`src/rtl/iter_2d.sv`:
```
// iter_2d: row-major (x, y) raster iterator with per-axis last flags, frame done and wrap pulse.
// Define ITER_2D_ONE_SHOT_EN to stop at the final position instead of wrapping to (0, 0).
module iter_2d #(
  parameter int unsigned X_MAX_VALUE = 639,
  parameter int unsigned Y_MAX_VALUE = 479,
  parameter int unsigned X_WIDTH     = $clog2(X_MAX_VALUE + 1),
  parameter int unsigned Y_WIDTH     = $clog2(Y_MAX_VALUE + 1)
) (
  input  logic               clk,
  input  logic               reset,
  input  logic               init,
  input  logic               next,
  output logic [X_WIDTH-1:0] x,
  output logic [Y_WIDTH-1:0] y,
  output logic               x_last,
  output logic               y_last,
  output logic               done,
  output logic               wrapped
);

  localparam logic [X_WIDTH-1:0] XMAX = X_WIDTH'(X_MAX_VALUE);
  localparam logic [Y_WIDTH-1:0] YMAX = Y_WIDTH'(Y_MAX_VALUE);

  logic [X_WIDTH-1:0] x_q, x_d;
  logic [Y_WIDTH-1:0] y_q, y_d;
  logic               x_last_q, x_last_d;
  logic               y_last_q, y_last_d;
  logic               done_q, done_d;
  logic               wrapped_q, wrapped_d;

  // Compare against the maximum before incrementing so non power-of-two ranges never overflow.
  always_comb begin
    x_d       = x_q;
    y_d       = y_q;
    wrapped_d = 1'b0;
    if (init) begin
      x_d = '0;
      y_d = '0;
    end else if (next) begin
      if (x_q != XMAX) begin
        x_d = x_q + 1'b1;
      end else if (y_q != YMAX) begin
        x_d = '0;
        y_d = y_q + 1'b1;
      end else begin
`ifdef ITER_2D_ONE_SHOT_EN
        x_d = x_q;
        y_d = y_q;
`else
        x_d       = '0;
        y_d       = '0;
        wrapped_d = 1'b1;
`endif
      end
    end
  end

  // Flags derive from the next position so they line up with x/y in the same cycle.
  always_comb begin
    x_last_d = (x_d == XMAX);
    y_last_d = (y_d == YMAX);
    done_d   = x_last_d && y_last_d;
  end

  always_ff @(posedge clk) begin
    if (reset) begin
      x_q       <= '0;
      y_q       <= '0;
      x_last_q  <= 1'b0;
      y_last_q  <= 1'b0;
      done_q    <= 1'b0;
      wrapped_q <= 1'b0;
    end else begin
      x_q       <= x_d;
      y_q       <= y_d;
      x_last_q  <= x_last_d;
      y_last_q  <= y_last_d;
      done_q    <= done_d;
      wrapped_q <= wrapped_d;
    end
  end

  assign x       = x_q;
  assign y       = y_q;
  assign x_last  = x_last_q;
  assign y_last  = y_last_q;
  assign done    = done_q;
  assign wrapped = wrapped_q;

endmodule

```
`config.mk`:
```
export PLATFORM = sky130hd
export DESIGN_NAME = iter_2d
export DESIGN_NICKNAME = d
export VERILOG_FILES = /design/src/rtl/iter_2d.sv
export SDC_FILE = /design/constraint.sdc
export NUM_CORES = 1
export LEC_CHECK = 0
export ABC_AREA = 1
export BUFFER_PORTS_ARGS = -buffer_cell sky130_fd_sc_hd__buf_2
export CELL_PAD_IN_SITES_DETAIL_PLACEMENT = 1
export CELL_PAD_IN_SITES_GLOBAL_PLACEMENT = 1
export CORE_MARGIN = 2
export CORE_UTILIZATION = 39
export DETAILED_ROUTE_END_ITERATION = 16
export PLACE_DENSITY_LB_ADDON = 0.1
export SLEW_MARGIN = 20
export SYNTH_ARGS = -nofsm -noshare
export SYNTH_HDL_FRONTEND = slang
export SYNTH_SLANG_ARGS = --single-unit
```
`constraint.sdc`:
```
create_clock -name clk -period 4.7 [get_ports clk]
set_input_delay 0.705 -clock clk [delete_from_list [all_inputs] [get_ports clk]]
set_output_delay 0.705 -clock clk [all_outputs]
set_load 0.05 [all_outputs]
```
## Word-level counts from Yosys, hierarchy flattened

Cells that the tools add are included.
W data, S select, Z words.

- Output and inout port bits: 23
- Input port bits: 4
- Word-level logic and storage cells: 23
- Register bits: 23

- Muxes and demuxes: 8
- $add $sub $neg: 2
- Eq/ne operators: 4
- Bitwise logic cells: 1
- Reductions and logical operators: 2

Operators by type and width:

| kind | number |
|---|---|
| $mux W9 | 4 |
| $mux W10 | 3 |
| $add A10 B1 Y10 const B | 1 |
| $eq A10 B10 Y1 const B | 1 |
| $ne A10 B10 Y1 const B | 1 |
| $add A9 B1 Y9 const B | 1 |
| $eq A9 B9 Y1 const B | 1 |
| $ne A9 B9 Y1 const B | 1 |
| $reduce_or A4 Y1 | 1 |
| $logic_and A1 B1 Y1 | 1 |
| $mux W1 | 1 |
| $not A1 Y1 | 1 |

## Longest topological paths before layout

- Depth in word-level cells: 7
- Gate-level depth with buffers: 12
- Gate-level depth less buffers: 11

## Worst setup path before layout

OpenSTA, ideal clock, no wires.

- Kind: register to register
- Start point: reg x_q[0] (netlist: x[0])
- End point: reg y_last_q (netlist: y_last)
- Period minus slack after synthesis: 2034 ps
- Path buffers: 1
- Library setup time: 124 ps
- Path slack: 2666 ps
- Data arrival time: 1910 ps
- Cell stages (with the launch flop): 12
- Path through: dfxtp_1 ha_1 nand2_2 nor2_4 nand3_2 buf_6 o21ai_0 nand2_1 nand2_1 nor2_1 nand3_1 nor2_1

- Longest elaborated chain between the ends: 5

Ends and longest elaborated chain:

| element | RTL line | RTL |
|---|---|---|
| start, declared | 24 | `logic [X_WIDTH-1:0] x_q, x_d;` |
| start signal, assigned | 67 | `x_q <= '0;` |
| start signal, assigned | 74 | `x_q <= x_d;` |
| $ne A10 B10 Y1 | 40 | `if (x_q != XMAX) begin` |
| $mux W9 | 40 |  |
| $mux W9 | 39 | `end else if (next) begin` |
| $mux W9 | 36 | `if (init) begin` |
| $eq A9 B9 Y1 | 61 | `y_last_d = (y_d == YMAX);` |
| end signal, assigned | 77 | `y_last_q <= y_last_d;` |
| end, declared | 27 | `logic y_last_q, y_last_d;` |

Every way passes these cells.
A chain may end at the register's enable or synchronous reset.

## Final worst setup path

- Start point: reg x_q[0] (netlist: x[0])
- End point: reg done_q (netlist: done)

- Longest elaborated chain between the ends: 6
- Elaborated cells on any way between the ends: 11
- Classes of those cells: 1 x add/sub; 3 x eq/ne; 6 x mux; 1 x reduce/logical

Ends and longest elaborated chain:

| element | RTL line | RTL |
|---|---|---|
| $add A10 B1 Y10 / $ne A10 B10 Y1 (equally long branches) | 41, 40 |  |
| $mux W10 / $mux W9 (equally long branches) | 40 |  |
| $mux W10 / $mux W9 (equally long branches) | 39 |  |
| $mux W10 / $mux W9 (equally long branches) | 36 |  |
| $eq A10 B10 Y1 / $eq A9 B9 Y1 (equally long branches) | 60, 61 |  |
| $logic_and A1 B1 Y1 * | 62 | `done_d = x_last_d && y_last_d;` |
| end signal, assigned | 78 | `done_q <= done_d;` |
| end, declared | 28 | `logic done_q, done_d;` |

Every way passes the cells marked *; elsewhere a longest branch is shown, timed or not.

==> results.toml <==
[outcome]
status = "finished, final reports clean"

[floorplanning]
fp.dieArea_sq_um = 3810
core_area_sq_um = 3100
dieHeight_um = 61.7
rows = 20
pin_count = 27
die_w_um = 61.7
start_util_pct = 41.9

[sta]
rsz0062_at_grt = "false"
setup_tns_ns = 0
fmax_mhz = 490
fin_crit_sh_pct = 43.4
setup_ws_ns = 2.66
finClkSkew_ns = 0.0209
min_period_ns = 2.04
hold_viol_final = 0
drv_slew = 0
setup_viol = 0
worstMarginPinSlew_ns = 0.332
hold_ws_ns = 0.548
slew_headroom_pct = 77.8

[logic_synthesis]
synth_nets = 213
netlist_instances = 207
syn_avg_cell_area_sq_um = 6.27
ys.warnings.count = 0
synth_top_area_cell = "dfxtp_1"
ys_top_cells_by_area = "dfxtp_1 35%, nand2_1 15%, nor2_1 14%, inv_1 8.1%, nand3_1 5.8%"
ys_ff_latch = 23
ys_seq_area_share_pct = 35.5
syn_area_sq_um = 1300
synth_top_area_share_pct = 35.5
netlist-cell-type-count = 22

[setup_path]
start_kind = "flop"
cp-end-kind = "flop"
crit_end = "done"
worst-path-buf-inv = 0
worstSetupPathDepth = 11
crit_family = "simple AND/OR/NAND/NOR gates"
cp_slowest_stage_delay_ns = 0.42
worstRegToRegCells = 11
path_cells = "ha_1, nand2_2, nor2_4, nand3_2, nand2_1, nand2_1, nor2_1, nand2_1, nor2_1, nand3_1, nor2_1"
arrival_ns = 2.31
path_max_fanout = 11
critPathKind = "reg -> reg"
crit_path_top_delay_cell = "dfxtp_1"
worst_ep_required_time_ns = 4.97
reg2reg_slack_ns = 2.66
r2r_start = "x[0]"
cp-startpoint = "x[0]"
r2r-end = "done"

[detailed_routing]
first_pass_iters = 4
ant_nets = 0
wl_per_cell_um = 13.6
dr_total_vias = 1374
drcViolationCount = 0
drtIter0Drc = 48
via_per_inst = 4.94
drt-total-wl_mm = 3.78

[final_layout]
final_area_sq_um = 1490
layout_commonest_cell = "nand2_1"
layout-drive-gt1-share_pct = 15.8
nNetsFinal = 241
most-common-layout-cells = "53 x nand2_1, 47 x nor2_1, 28 x inv_1"
nFillCells = 457
area_growth_pct = 14.6
antenna_cells = 0

[cts]
post_cts_buffers = 0
cts_hold_buf = 0
cts_buffers = 3
clockBufferDepth = 2
ctsResizeCount = 0
cts_tree = "done"
root_buffer = "clkbuf_4"
clkTransAtPathRegs_ns = 0.15
clock_latency_ns = 0.34
htreeDepth = 1
cts.sinks = 23

[place]
hpwl_mm = 3.08
dpl-instance-area_sq_um = 1460
dp_slack_ns = 2.43
port_buffers = 26
gp_congestion = 0.864

[grt]
busiest_layer = "met2"
grt_use_met3_pct = 2.48
grt.total_usage_pct = 22.3
grtUsageMet2_pct = 34.6
antenna_found_initial = 0
grt_pass1_vias = 1342
grt_max_degree = 14
grtUsageMet1_pct = 32.6
grt_overflow = 0
grt_pass1_wl_mm = 6.20

[power]
power_density_nw_per_um2 = 209
total_power_uw = 311
ir_drop_mv = 0.105
p_leak_nw = 0.641

[job]
drv_cap = 0

[min_path]
hold_class = "reg -> reg"
tightest hold or removal path, cell delays in order (launching register included):
cell and delay (ns):
dfxtp_1 0.37, nand2_1 0.09, a21oi_1 0.06
worst min-delay path by stage:
stage / startpoint / endpoint / slack [ns] / cells after the start
4_1_cts: y[3] / y[3] / 0.55 / 2
3_3_place_gp: y[3] / y[3] / 0.51 / 2
5_1_grt: y[3] / y[3] / 0.59 / 2
6_report: y[3] / y[3] / 0.55 / 2
2_1_floorplan: y[3] / y[3] / 0.73 / 2
3_5_place_dp: y[3] / y[3] / 0.53 / 2
cell type report:
type | count | area (sq um) | area share [%]
well taps | 44 | 55.1 | 3.70
inverters | 29 | 109 | 7.31
repair buffers | 26 | 130 | 8.74
clock buffers | 3 | 22.5 | 1.51
clock inverters | 1 | 5.00 | 0.336
flip-flops and latches | 23 | 460 | 30.9
multi-input cells | 152 | 707 | 47.5
cells by family (layout without fill, tap and decap cells):
group / count (synthesis) / count (layout) / synth area share (%)
and+or+nand+nor: 135 / 135 / 45.2
buffers and inverters: 32 / 59 / 10.1
DFF: 23 / 23 / 35.5
AOI/OAI and AO/OA: 12 / 12 / 5.20
adders and majority gates: 2 / 2 / 1.93
xor gates and xnor gates: 2 / 2 / 1.35
muxes: 1 / 1 / 0.771
layer usage:
layer / wire [um] / vias up
met3: 98 / 5
met2: 1680 / 22
met4: 44 / 0
li1: - / 701
met1: 1950 / 646
met5: 0 / -
power by group:
part           switching (mW)  internal, mW  leakage (nW)
Sequential           0.000773         0.196         0.185
Combinational          0.0108       0.00336         0.438
Clock                  0.0684        0.0320        0.0177
Total                  0.0800         0.231         0.641
synth_stat cells:
library cell,n
nor3_1,4
nor2_1,47
nand3_2,2
buf_4,1
nand2_1,53
a21oi_1,6
xor2_1,2
inv_2,1
nand3_1,15
o21bai_1,3
nor2_2,2
mux2i_1,1
dfxtp_1,23
ha_1,2
nand3b_1,3
nor2_4,1
clkbuf_1,1
nand4_1,7
buf_6,1
inv_1,28
nand2_2,1
o21ai_0,3
metrics by stage:
step,utilization (%),cells
after floorplan,-,207
after global placement,47.1,274
after detailed placement,47.1,274
after CTS,48.0,278
after global routing,48.0,278
final,48.0,278
registers in the layout, summed over array words and instances, names as in the netlist:
register  count
y             9
y_last        1
done          1
wrapped       1
x            10
x_last        1
No activity file was read; power rests on OpenSTA's default activity.
